==> config.mk <==
export PLATFORM = sky130hd
export DESIGN_NAME = config_port_arbiter_flat
export DESIGN_NICKNAME = d
export VERILOG_FILES = /design/src/rtl/config_port_arbiter_if.sv /design/src/rtl/config_port_arbiter.sv /design/src/flat_wrapper.sv
export SDC_FILE = /design/constraint.sdc
export NUM_CORES = 1
export LEC_CHECK = 0
export CAP_MARGIN = 20
export CELL_PAD_IN_SITES_DETAIL_PLACEMENT = 0
export CELL_PAD_IN_SITES_GLOBAL_PLACEMENT = 1
export CORE_UTILIZATION = 30
export DETAILED_ROUTE_END_ITERATION = 8
export PLACE_DENSITY = 0.84
export SLEW_MARGIN = 20
export SYNTH_ARGS = -nofsm -noshare
export SYNTH_HDL_FRONTEND = slang
export SYNTH_SLANG_ARGS = --single-unit
==> constraint.sdc <==
create_clock -name CLK -period 1.8 [get_ports CLK]
set_clock_uncertainty 0.1 [all_clocks]
set_input_delay 0.27 -clock CLK [delete_from_list [all_inputs] [get_ports CLK]]
set_output_delay 0.27 -clock CLK [all_outputs]
set_load 0.01 [all_outputs]
==> src/rtl/config_port_arbiter_if.sv <==
// Bus bundle between the configuration sources and the shared ConfigFSM write port.
// master = source/ConfigFSM side, slave = arbiter.
interface config_port_arbiter_if #(
  parameter int unsigned NUM_SRC    = 4,
  parameter int unsigned DATA_WIDTH = 32
);
  logic [NUM_SRC-1:0]            src_active;
  logic [NUM_SRC-1:0]            src_strobe;
  logic [NUM_SRC*DATA_WIDTH-1:0] src_data;
  logic [DATA_WIDTH-1:0]         ConfigWriteData;
  logic                          ConfigWriteStrobe;
  logic                          FSM_Reset;
  logic [NUM_SRC-1:0]            owner_onehot;
  logic                          busy;
  logic                          dropped_strobe;
  logic [7:0]                    drop_count;

  modport master (
    output src_active, src_strobe, src_data,
    input  ConfigWriteData, ConfigWriteStrobe, FSM_Reset, owner_onehot, busy,
           dropped_strobe, drop_count
  );

  modport slave (
    input  src_active, src_strobe, src_data,
    output ConfigWriteData, ConfigWriteStrobe, FSM_Reset, owner_onehot, busy,
           dropped_strobe, drop_count
  );
endinterface

==> src/rtl/config_port_arbiter.sv <==
// Session-locked arbiter for the ConfigFSM write port: the winning source keeps the port
// until it has been idle long enough, so no other source can splice words into its bitstream.
module config_port_arbiter #(
  parameter int unsigned NUM_SRC      = 4,
  parameter int unsigned DATA_WIDTH   = 32,
  parameter int unsigned IDLE_TIMEOUT = 16
) (
  input logic                  CLK,
  input logic                  resetn,
  config_port_arbiter_if.slave bus_io
);

  localparam logic [1:0] StIdle   = 2'd0;
  localparam logic [1:0] StSwitch = 2'd1;
  localparam logic [1:0] StGrant  = 2'd2;
  localparam logic [1:0] StHold   = 2'd3;

  localparam logic [7:0] TimeoutLast = 8'(IDLE_TIMEOUT - 1);

  logic [1:0]            state_q, state_d;
  logic [NUM_SRC-1:0]    owner_q, owner_d;
  logic                  pend_valid_q, pend_valid_d;
  logic [DATA_WIDTH-1:0] pend_data_q, pend_data_d;
  logic [DATA_WIDTH-1:0] wdata_q, wdata_d;
  logic                  wstrobe_q, wstrobe_d;
  logic                  fsm_reset_q, fsm_reset_d;
  logic                  dropped_q;
  logic [7:0]            drop_cnt_q, drop_cnt_d;
  logic [7:0]            idle_cnt_q, idle_cnt_d;

  logic [NUM_SRC-1:0]    req, win_oh, drop_mask;
  logic [DATA_WIDTH-1:0] win_data, own_data;
  logic                  own_strobe, own_req;

  // Highest index wins, so later loop iterations override earlier ones.
  always_comb begin
    req      = bus_io.src_active | bus_io.src_strobe;
    win_oh   = '0;
    win_data = '0;
    own_data = '0;
    for (int i = 0; i < NUM_SRC; i++) begin
      if (req[i]) begin
        win_oh    = '0;
        win_oh[i] = 1'b1;
        win_data  = bus_io.src_data[i*DATA_WIDTH +: DATA_WIDTH];
      end
      if (owner_q[i]) begin
        own_data = bus_io.src_data[i*DATA_WIDTH +: DATA_WIDTH];
      end
    end
    own_strobe = |(bus_io.src_strobe & owner_q);
    own_req    = |(req & owner_q);
  end

  always_comb begin
    state_d      = state_q;
    owner_d      = owner_q;
    pend_valid_d = pend_valid_q;
    pend_data_d  = pend_data_q;
    wdata_d      = wdata_q;
    wstrobe_d    = 1'b0;
    fsm_reset_d  = 1'b0;
    idle_cnt_d   = idle_cnt_q;
    drop_mask    = '0;

    case (state_q)
      StIdle: begin
        drop_mask = bus_io.src_strobe & ~win_oh;
        if (|req) begin
          state_d     = StSwitch;
          owner_d     = win_oh;
          fsm_reset_d = 1'b1;
          if (|(bus_io.src_strobe & win_oh)) begin
            pend_valid_d = 1'b1;
            pend_data_d  = win_data;
          end
        end
      end
      StSwitch: begin
        state_d   = StGrant;
        drop_mask = bus_io.src_strobe & ~owner_q;
        // The slot drains into the first GRANT cycle; a new owner word then has no room.
        if (pend_valid_q) begin
          wstrobe_d    = 1'b1;
          wdata_d      = pend_data_q;
          pend_valid_d = 1'b0;
          if (own_strobe) drop_mask = drop_mask | owner_q;
        end else if (own_strobe) begin
          wstrobe_d = 1'b1;
          wdata_d   = own_data;
        end
      end
      StGrant, StHold: begin
        drop_mask = bus_io.src_strobe & ~owner_q;
        if (own_strobe) begin
          wstrobe_d = 1'b1;
          wdata_d   = own_data;
        end
        if (state_q == StGrant) begin
          if (!own_req) begin
            state_d    = StHold;
            idle_cnt_d = 8'd0;
          end
        end else if (own_req) begin
          state_d = StGrant;
        end else if (idle_cnt_q == TimeoutLast) begin
          state_d = StIdle;
          owner_d = '0;
        end else begin
          idle_cnt_d = idle_cnt_q + 8'd1;
        end
      end
      default: state_d = StIdle;
    endcase

    drop_cnt_d = ((|drop_mask) && (drop_cnt_q != 8'hFF)) ? drop_cnt_q + 8'd1 : drop_cnt_q;
  end

  always_ff @(posedge CLK or negedge resetn) begin
    if (!resetn) begin
      state_q      <= StIdle;
      owner_q      <= '0;
      pend_valid_q <= 1'b0;
      pend_data_q  <= '0;
      wdata_q      <= '0;
      wstrobe_q    <= 1'b0;
      fsm_reset_q  <= 1'b0;
      dropped_q    <= 1'b0;
      drop_cnt_q   <= 8'd0;
      idle_cnt_q   <= 8'd0;
    end else begin
      state_q      <= state_d;
      owner_q      <= owner_d;
      pend_valid_q <= pend_valid_d;
      pend_data_q  <= pend_data_d;
      wdata_q      <= wdata_d;
      wstrobe_q    <= wstrobe_d;
      fsm_reset_q  <= fsm_reset_d;
      dropped_q    <= |drop_mask;
      drop_cnt_q   <= drop_cnt_d;
      idle_cnt_q   <= idle_cnt_d;
    end
  end

  assign bus_io.ConfigWriteData   = wdata_q;
  assign bus_io.ConfigWriteStrobe = wstrobe_q;
  assign bus_io.FSM_Reset         = fsm_reset_q;
  assign bus_io.owner_onehot      = owner_q;
  assign bus_io.busy              = (state_q != StIdle);
  assign bus_io.dropped_strobe    = dropped_q;
  assign bus_io.drop_count        = drop_cnt_q;

endmodule

==> src/flat_wrapper.sv <==
// flat-port wrapper written by rule: the top's interface ports become plain ports
module config_port_arbiter_flat 
#(
  parameter int unsigned NUM_SRC      = 4,
  parameter int unsigned DATA_WIDTH   = 32,
  parameter int unsigned IDLE_TIMEOUT = 16
)
  (CLK, resetn, bus_io_src_active, bus_io_src_strobe, bus_io_src_data, bus_io_ConfigWriteData, bus_io_ConfigWriteStrobe, bus_io_FSM_Reset, bus_io_owner_onehot, bus_io_busy, bus_io_dropped_strobe, bus_io_drop_count);
  config_port_arbiter_if #(.NUM_SRC(NUM_SRC), .DATA_WIDTH(DATA_WIDTH)) bus_io_i ();
  input logic CLK;
  input logic resetn;
  input wire logic [$bits(bus_io_i.src_active)-1:0] bus_io_src_active;
  input wire logic [$bits(bus_io_i.src_strobe)-1:0] bus_io_src_strobe;
  input wire logic [$bits(bus_io_i.src_data)-1:0] bus_io_src_data;
  output wire logic [$bits(bus_io_i.ConfigWriteData)-1:0] bus_io_ConfigWriteData;
  output wire logic [$bits(bus_io_i.ConfigWriteStrobe)-1:0] bus_io_ConfigWriteStrobe;
  output wire logic [$bits(bus_io_i.FSM_Reset)-1:0] bus_io_FSM_Reset;
  output wire logic [$bits(bus_io_i.owner_onehot)-1:0] bus_io_owner_onehot;
  output wire logic [$bits(bus_io_i.busy)-1:0] bus_io_busy;
  output wire logic [$bits(bus_io_i.dropped_strobe)-1:0] bus_io_dropped_strobe;
  output wire logic [$bits(bus_io_i.drop_count)-1:0] bus_io_drop_count;
  assign bus_io_i.src_active = bus_io_src_active;
  assign bus_io_i.src_strobe = bus_io_src_strobe;
  assign bus_io_i.src_data = bus_io_src_data;
  assign bus_io_ConfigWriteData = bus_io_i.ConfigWriteData;
  assign bus_io_ConfigWriteStrobe = bus_io_i.ConfigWriteStrobe;
  assign bus_io_FSM_Reset = bus_io_i.FSM_Reset;
  assign bus_io_owner_onehot = bus_io_i.owner_onehot;
  assign bus_io_busy = bus_io_i.busy;
  assign bus_io_dropped_strobe = bus_io_i.dropped_strobe;
  assign bus_io_drop_count = bus_io_i.drop_count;
  config_port_arbiter #(.NUM_SRC(NUM_SRC), .DATA_WIDTH(DATA_WIDTH), .IDLE_TIMEOUT(IDLE_TIMEOUT)) u_core (.CLK(CLK), .resetn(resetn), .bus_io(bus_io_i));
endmodule
# Word-level counts from Yosys, hierarchy flattened
# Index checks and enable logic that the tools add are counted.
[classes]
mul = 0
n_bitwise = 10
magnitude_cmp = 0
shift = 0
add_sub_neg = 2
eq_ne = 13
n_reduce_logical = 17
div_mod_pow = 0
muxes = 41
[op_table]
columns = ["op", "count"]
rows = [
  ["32-bit two-way mux", 10],
  ["32-bit one-hot mux with 2 select lines", 1],
  ["4-bit two-way mux", 9],
  ["8-bit two-way mux", 4],
  ["4-bit bitwise AND", 5],
  ["4-bit OR reduction", 5],
  ["8-bit by 1-bit adder with 8-bit output (second input constant)", 2],
  ["4-bit one-hot mux with 3 select lines", 1],
  ["3-bit AND reduction", 4],
  ["2-bit two-way mux", 5],
  ["8-bit by 4-bit equality test with 1-bit output (second input constant)", 1],
  ["2-bit by 1-bit != test with 1-bit output (second input constant)", 4],
  ["8-bit != test (second input constant)", 1],
  ["4-bit inverter", 2],
  ["4-bit bitwise OR", 2],
  ["4-bit one-hot mux with 2 select lines", 1],
  ["2-bit nonzero test", 4],
  ["1-bit two-way mux", 7],
  ["2-bit one-hot mux with 3 select lines", 1],
  ["5-bit AND reduction", 1],
  ["2-bit equality test (second input constant)", 2],
  ["2-bit != test (second input constant)", 2],
  ["4-bit by 1-bit != test with 1-bit output (second input constant)", 1],
  ["1-bit one-hot mux with 2 select lines", 2],
  ["other kinds (6)", 6],
]
[word_totals]
inputBits = 138
mem_bits_ro = 0
output_inout_bits = 48
reg_bits = 90
memories = 0
latchBits = 0
elab_cells = 93
mem_bits_rw = 0

# Depth between registers and ports, before layout
[logic_depth]
word_depth = 10
mapped_depth = 8
ltp_nobuf = 6

# Worst setup path after synthesis
# Ideal clock, no wire load.
[synth_timing]
path_type = "input to register"
start = "input port bus_io_src_strobe[3]"
end = "register u_core.drop_cnt_q[1], in the netlist u_core.bus_io.drop_count[1]"
arrival_ns = 1.877
setup_time_ns = 0.125
cell_stages = 6
n_path_buf = 1
required_ns = 1.575
path_slack_ns = -0.302
cell_sequence = "buf_2 > or4_4 > a221o_1 > o32ai_4 > nor2b_2 > mux2_4"
[synth_via]
elab_chain_len = 7
word_cells_on_any_way = 13
cone_classes = "mux (4); bitwise (6); reduce/logical (3)"
[synth_lines]
columns = ["item", "line", "source"]
rows = [
  ["start, declared", "flat_wrapper.sv:13", "input wire logic [$bits(bus_io_i.src_strobe)-1:0] bus_io_src_strobe;"],
  ["4-bit bitwise AND, or another cell as far along", "config_port_arbiter.sv:51", "own_strobe = |(bus_io.src_strobe & owner_q);"],
  ["4-bit OR reduction, or another cell as far along", "config_port_arbiter.sv:51", ""],
  ["4-bit two-way mux / 4-bit inverter (equally long branches)", "config_port_arbiter.sv:87, config_port_arbiter.sv:68", ""],
  ["4-bit two-way mux / 4-bit bitwise AND (equally long branches)", "config_port_arbiter.sv:83, config_port_arbiter.sv:68", ""],
  ["4-bit one-hot mux with 3 select lines (*)", "config_port_arbiter.sv:66", "case (state_q)"],
  ["4-bit OR reduction (*)", "config_port_arbiter.sv:116", "drop_cnt_d = ((|drop_mask) && (drop_cnt_q != 8'hFF)) ? drop_cnt_q + 8'd1 : drop_cnt_q;"],
  ["1-bit logical AND (*)", "config_port_arbiter.sv:116", ""],
  ["end signal, assigned", "config_port_arbiter.sv:140", "drop_cnt_q <= drop_cnt_d;"],
  ["end, declared", "config_port_arbiter.sv:28", "logic [7:0] drop_cnt_q, drop_cnt_d;"],
]
# Every way passes the cells marked *; elsewhere a longest branch is shown, timed or not.
# A chain may end at the register's enable or synchronous reset.

# Final worst setup path
[layout_timing]
start = "input port bus_io_src_active[2]"
end = "register u_core.drop_cnt_q[1], in the netlist u_core.bus_io.drop_count[1]"
[layout_via]
elab_chain_len = 8
[layout_lines]
columns = ["item", "line", "source"]
rows = [
  ["start, declared", "flat_wrapper.sv:12", "input wire logic [$bits(bus_io_i.src_active)-1:0] bus_io_src_active;"],
  ["4-bit bitwise OR", "config_port_arbiter.sv:37", "req = bus_io.src_active | bus_io.src_strobe;"],
  ["4-bit two-way mux (2 in a row)", "config_port_arbiter.sv:42", "if (req[i]) begin"],
  ["4-bit inverter", "config_port_arbiter.sv:68", "drop_mask = bus_io.src_strobe & ~win_oh;"],
  ["4-bit bitwise AND", "config_port_arbiter.sv:68", ""],
  ["4-bit one-hot mux with 3 select lines", "config_port_arbiter.sv:66", ""],
  ["4-bit OR reduction", "config_port_arbiter.sv:116", ""],
  ["1-bit logical AND", "config_port_arbiter.sv:116", ""],
]
# Every way passes these cells.

==> run_results.csv <==
group,metric,value,unit
synthesis,synth_top_area_share,42.2,%
place,dp_hpwl,13600,um
power_and_ir_drop,power_density,1020,nW/um^2
power_and_ir_drop,ir_worst_vdd,0.590,mV
detailed_routing,drt_pass1_iterations,6,
setup_path,cp_max_fo,6,
setup_path,start_kind,"input pin",
sta,post-route-period-util,106,%
place,port_buffers,185,
final_layout,multi_input_area,3540,um^2
power_and_ir_drop,p_leak,0.00412,uW
global_route,grt_max_degree,52,
floorplanning,io_pins,186,
detailed_routing,routed-wl-met3,1690,um
global_route,antenna_found_initial,0,
detailed_routing,top_layer,"met4",
power_and_ir_drop,power_frac_comb,49.1,%
final_layout,final_nets,979,
final_layout,syn_to_final_growth,75.3,%
synthesis,syn_nets,735,
clocking,clock-root-buffer,"clkbuf_16",
detailed_routing,drt-total-wl,22100,um
clocking,cts_buffers,9,
detailed_routing,via_per_inst,5.84,
synthesis,synth.area.top_cells,"dfrtp_1 42%, a21oi_1 7.7%, a222oi_1 6.0%",
sta,max_slew_margin,61.4,%
setup_path,cpPeakStageDelay,0.56,ns
synthesis,synthArstFlopShare,100,%
power_and_ir_drop,switching_share,36.5,%
detailed_routing,num_vias,6242,
floorplanning,dieHeight,135,um
clocking,insertion_delay,0.35,ns
detailed_routing,wl_met1,9450,um
clocking,h-tree-depth,3,
place,gp_congestion,0.824,
detailed_routing,dr_wl_met2,10500,um
sta,fin_setup_tns,-0.944,ns
synthesis,synthDistinctLibCells,48,
final_layout,fillers,1529,
final_layout,antenna_cells_inserted,0,
power_and_ir_drop,p_switching,3470,uW
sta,hold_viol,0,
hold_path,min-delay-path-class,"in -> async",
synthesis,ys.flop_type,"dfrtp_1",
synthesis,syn_inst,595,
clocking,cts.sink_count,90,
synthesis,ys_ff_latch,90,
sta,max_freq,524,MHz
synthesis,yosys_warnings,0,
place,place_ws,-0.726,ns
clocking,cts_tree,"yes",
sta,maxSlewViolCount,0,
power_and_ir_drop,power_frac_seq,31.6,%
final_layout,seq_area,2260,um^2
setup_path,required,1.94,ns
sta,tightest_slew,0.579,ns
synthesis,synthTopCellsByCount,"90 x dfrtp_1, 82 x a21oi_1, 48 x clkbuf_1, 48 x nand2_1, 36 x nor3_1",
global_route,overflow,0,
synthesis,seq_area_frac_synth,42.2,%
synthesis,synth.largest_area_cell,"dfrtp_1",
sta,rsz0062_at_grt,"true",
run,max_cap_viol_count,0,
synthesis,yosysMostFrequentCell,"dfrtp_1",
floorplanning,die_x,135,um
global_route,grt_pass1_wl,32300,um
setup_path,crit_chain,"buf_6, or4_4, buf_6, a221o_1, o32ai_4, nor2b_2, mux2_4",
sta,setup_ws,-0.107,ns
clocking,clkTransAtPathRegs,0.06,ns
run_status,violations,"negative setup slack",
power_and_ir_drop,clkPwrFrac,19.3,%
synthesis,avgSynthCellArea,8.97,um^2
detailed_routing,drtAntennaViolNets,0,
floorplanning,coreArea,17400,um^2
setup_path,crit_slowest_cell,"or4_4",
detailed_routing,wire_per_inst,20.7,um
clocking,cts_max_path_buffers,2,
setup_path,path_class,"in -> reg",
floorplanning,die_area,18300,um^2
sta,setup_viol_count_final,22,
setup_path,end_kind,"flop",
synthesis,syn_area,5340,um^2
final_layout,drive_above_1_share,30.6,%
sta,period_needed,1.91,ns
power_and_ir_drop,p_int,6030,uW
global_route,grt_use_total,23.1,%
setup_path,worst_ep_arrival_time,2.04,ns
floorplanning,initial_core_util,30.7,%
run_status,status,"finished with violations",
global_route,grt_pass1_vias,6032,
detailed_routing,drc,0,
floorplanning,num_rows,48,
setup_path,crit_path_frequent_cell,"buf_6",
synthesis,synth_edf_count,0,
detailed_routing,dr.first_iter.drc_count,498,
per-layer routing:
layer	global-route usage, %	up-vias
li1	-	2808
met5	0	-
met1	30.0	3104
met4	8.43	0
met2	37.5	294
met3	5.09	36
placed cells by master, fill, tap and decap left out, types with 4 or more instances in the layout:
| master | Yosys | layout |
|---|---|---|
| nor2_2 | 0 | 6 |
| a22oi_2 | 0 | 13 |
| a21o_1 | 33 | 33 |
| a222oi_1 | 32 | 32 |
| buf_12 | 0 | 11 |
| a22oi_1 | 23 | 10 |
| o22ai_1 | 11 | 4 |
| nor2_1 | 13 | 6 |
| nand2_4 | 0 | 31 |
| a21oi_1 | 82 | 45 |
| dlygate4sd2_1 | 0 | 7 |
| nand3_1 | 8 | 6 |
| o22ai_2 | 0 | 7 |
| buf_6 | 0 | 16 |
| nand2_1 | 48 | 15 |
| buf_4 | 0 | 64 |
| nor3_1 | 36 | 34 |
| o21ai_1 | 0 | 20 |
| a221oi_1 | 32 | 20 |
| inv_1 | 9 | 7 |
| dfrtp_1 | 90 | 87 |
| clkdlybuf4s50_1 | 0 | 173 |
| xor2_1 | 6 | 6 |
| clkbuf_16 | 0 | 13 |
| o21ai_0 | 35 | 13 |
| a221oi_2 | 0 | 12 |
| a21oi_2 | 0 | 37 |
| nor2b_1 | 34 | 32 |
cell families (layout without fill, tap and decap cells):
group | count (synthesis) | count (layout) | synth area share, %
fa+ha+maj | 2 | 2 | 0.469
simple gates | 165 | 165 | 16.2
compound gates | 267 | 267 | 34.9
buf+inv | 62 | 310 | 4.48
mux | 3 | 3 | 0.750
flops | 90 | 90 | 42.2
xor+xnor | 6 | 6 | 0.985
worst paths after layout:
kind	from	to	slack, ns	cells past startpoint
worst max register to register	u_core.bus_io.owner_onehot[0]$_DFFE_PN0P_	u_core.bus_io.ConfigWriteStrobe$_DFF_PN0_	-0.07	8
worst max-delay path	bus_io_src_active[2]	u_core.bus_io.drop_count[1]$_DFFE_PN0P_	-0.11	7
worst min register to register	u_core.pend_data_q[15]$_DFFE_PN0P_	u_core.pend_data_q[15]$_DFFE_PN0P_	0.38	1
min in group CLK	u_core.pend_data_q[15]$_DFFE_PN0P_	u_core.pend_data_q[15]$_DFFE_PN0P_	0.38	1
worst min-delay path	resetn	u_core.pend_data_q[28]$_DFFE_PN0P_	0.30	2
max in group asynchronous	resetn	u_core.pend_data_q[13]$_DFFE_PN0P_	0.69	3
state kept, by name, summed over array words and instances, names as in the netlist:
name / count
u_core.state_q: 2
u_core.bus_io.dropped_strobe: 1
u_core.bus_io.drop_count: 8
u_core.idle_cnt_q: 8
u_core.bus_io.ConfigWriteStrobe: 1
u_core.bus_io.ConfigWriteData: 32
u_core.bus_io.owner_onehot: 4
u_core.pend_valid_q: 1
u_core.bus_io.FSM_Reset: 1
u_core.pend_data_q: 32
power groups by stage:
stage / clock network (uW) / logic [uW] / registers (uW)
detailed placement: 0 / 3950 / 2980
CTS: 1850 / 4180 / 2960
floorplan: 0 / 1820 / 3100
finish: 1830 / 4660 / 3000
global placement: 0 / 3900 / 2980
global route: 1950 / 5060 / 3060
stage by stage:
stage | hold WS [ns] | cells | cell area [um^2] | total power (uW) | utilization, %
2_1_floorplan | -0.126 | 595 | 5370 | 4930 | -
3_3_place_gp | 0.145 | 1019 | 7920 | 6880 | 45.6
3_5_place_dp | 0.144 | 1019 | 7920 | 6940 | 45.6
4_1_cts | 0.309 | 1057 | 8750 | 8990 | 50.4
5_1_grt | 0.357 | 1068 | 9350 | 10100 | 53.9
6_report | 0.301 | 1068 | 9350 | 9500 | 53.9
layout make-up:
cell class	count	share of cell area, %
Multi-Input combinational cell	443	37.9
Timing Repair Buffer	285	31.6
Sequential cell	90	24.1
Tap cell	225	3.01
Clock buffer	14	2.82
Inverter	9	0.401
Clock inverter	1	0.0936
Timing Repair inverter	1	0.0803
repair_timing:
| action | 4_1_cts | 5_1_grt |
|---|---|---|
| pin swaps | 32 | 68 |
| hold buffers | 1 | 0 |
| setup buffers | 16 | 9 |
| resized for setup | 99 | 138 |
| gates cloned | 7 | 5 |
| hold endpoints to repair | 30 | 0 |
| endpoints found under the setup margin | 84 | 83 |
critical path: cells and delay by family:
| family | cells | cell delay (ns) |
|---|---|---|
| AND/OR/NAND/NOR | 2 | 0.66 |
| AO/OA/AOI/OAI | 2 | 0.57 |
| multiplexers | 1 | 0.30 |
| buffers and inverters | 2 | 0.23 |
Note: power is estimated with default switching activity, not from simulation.
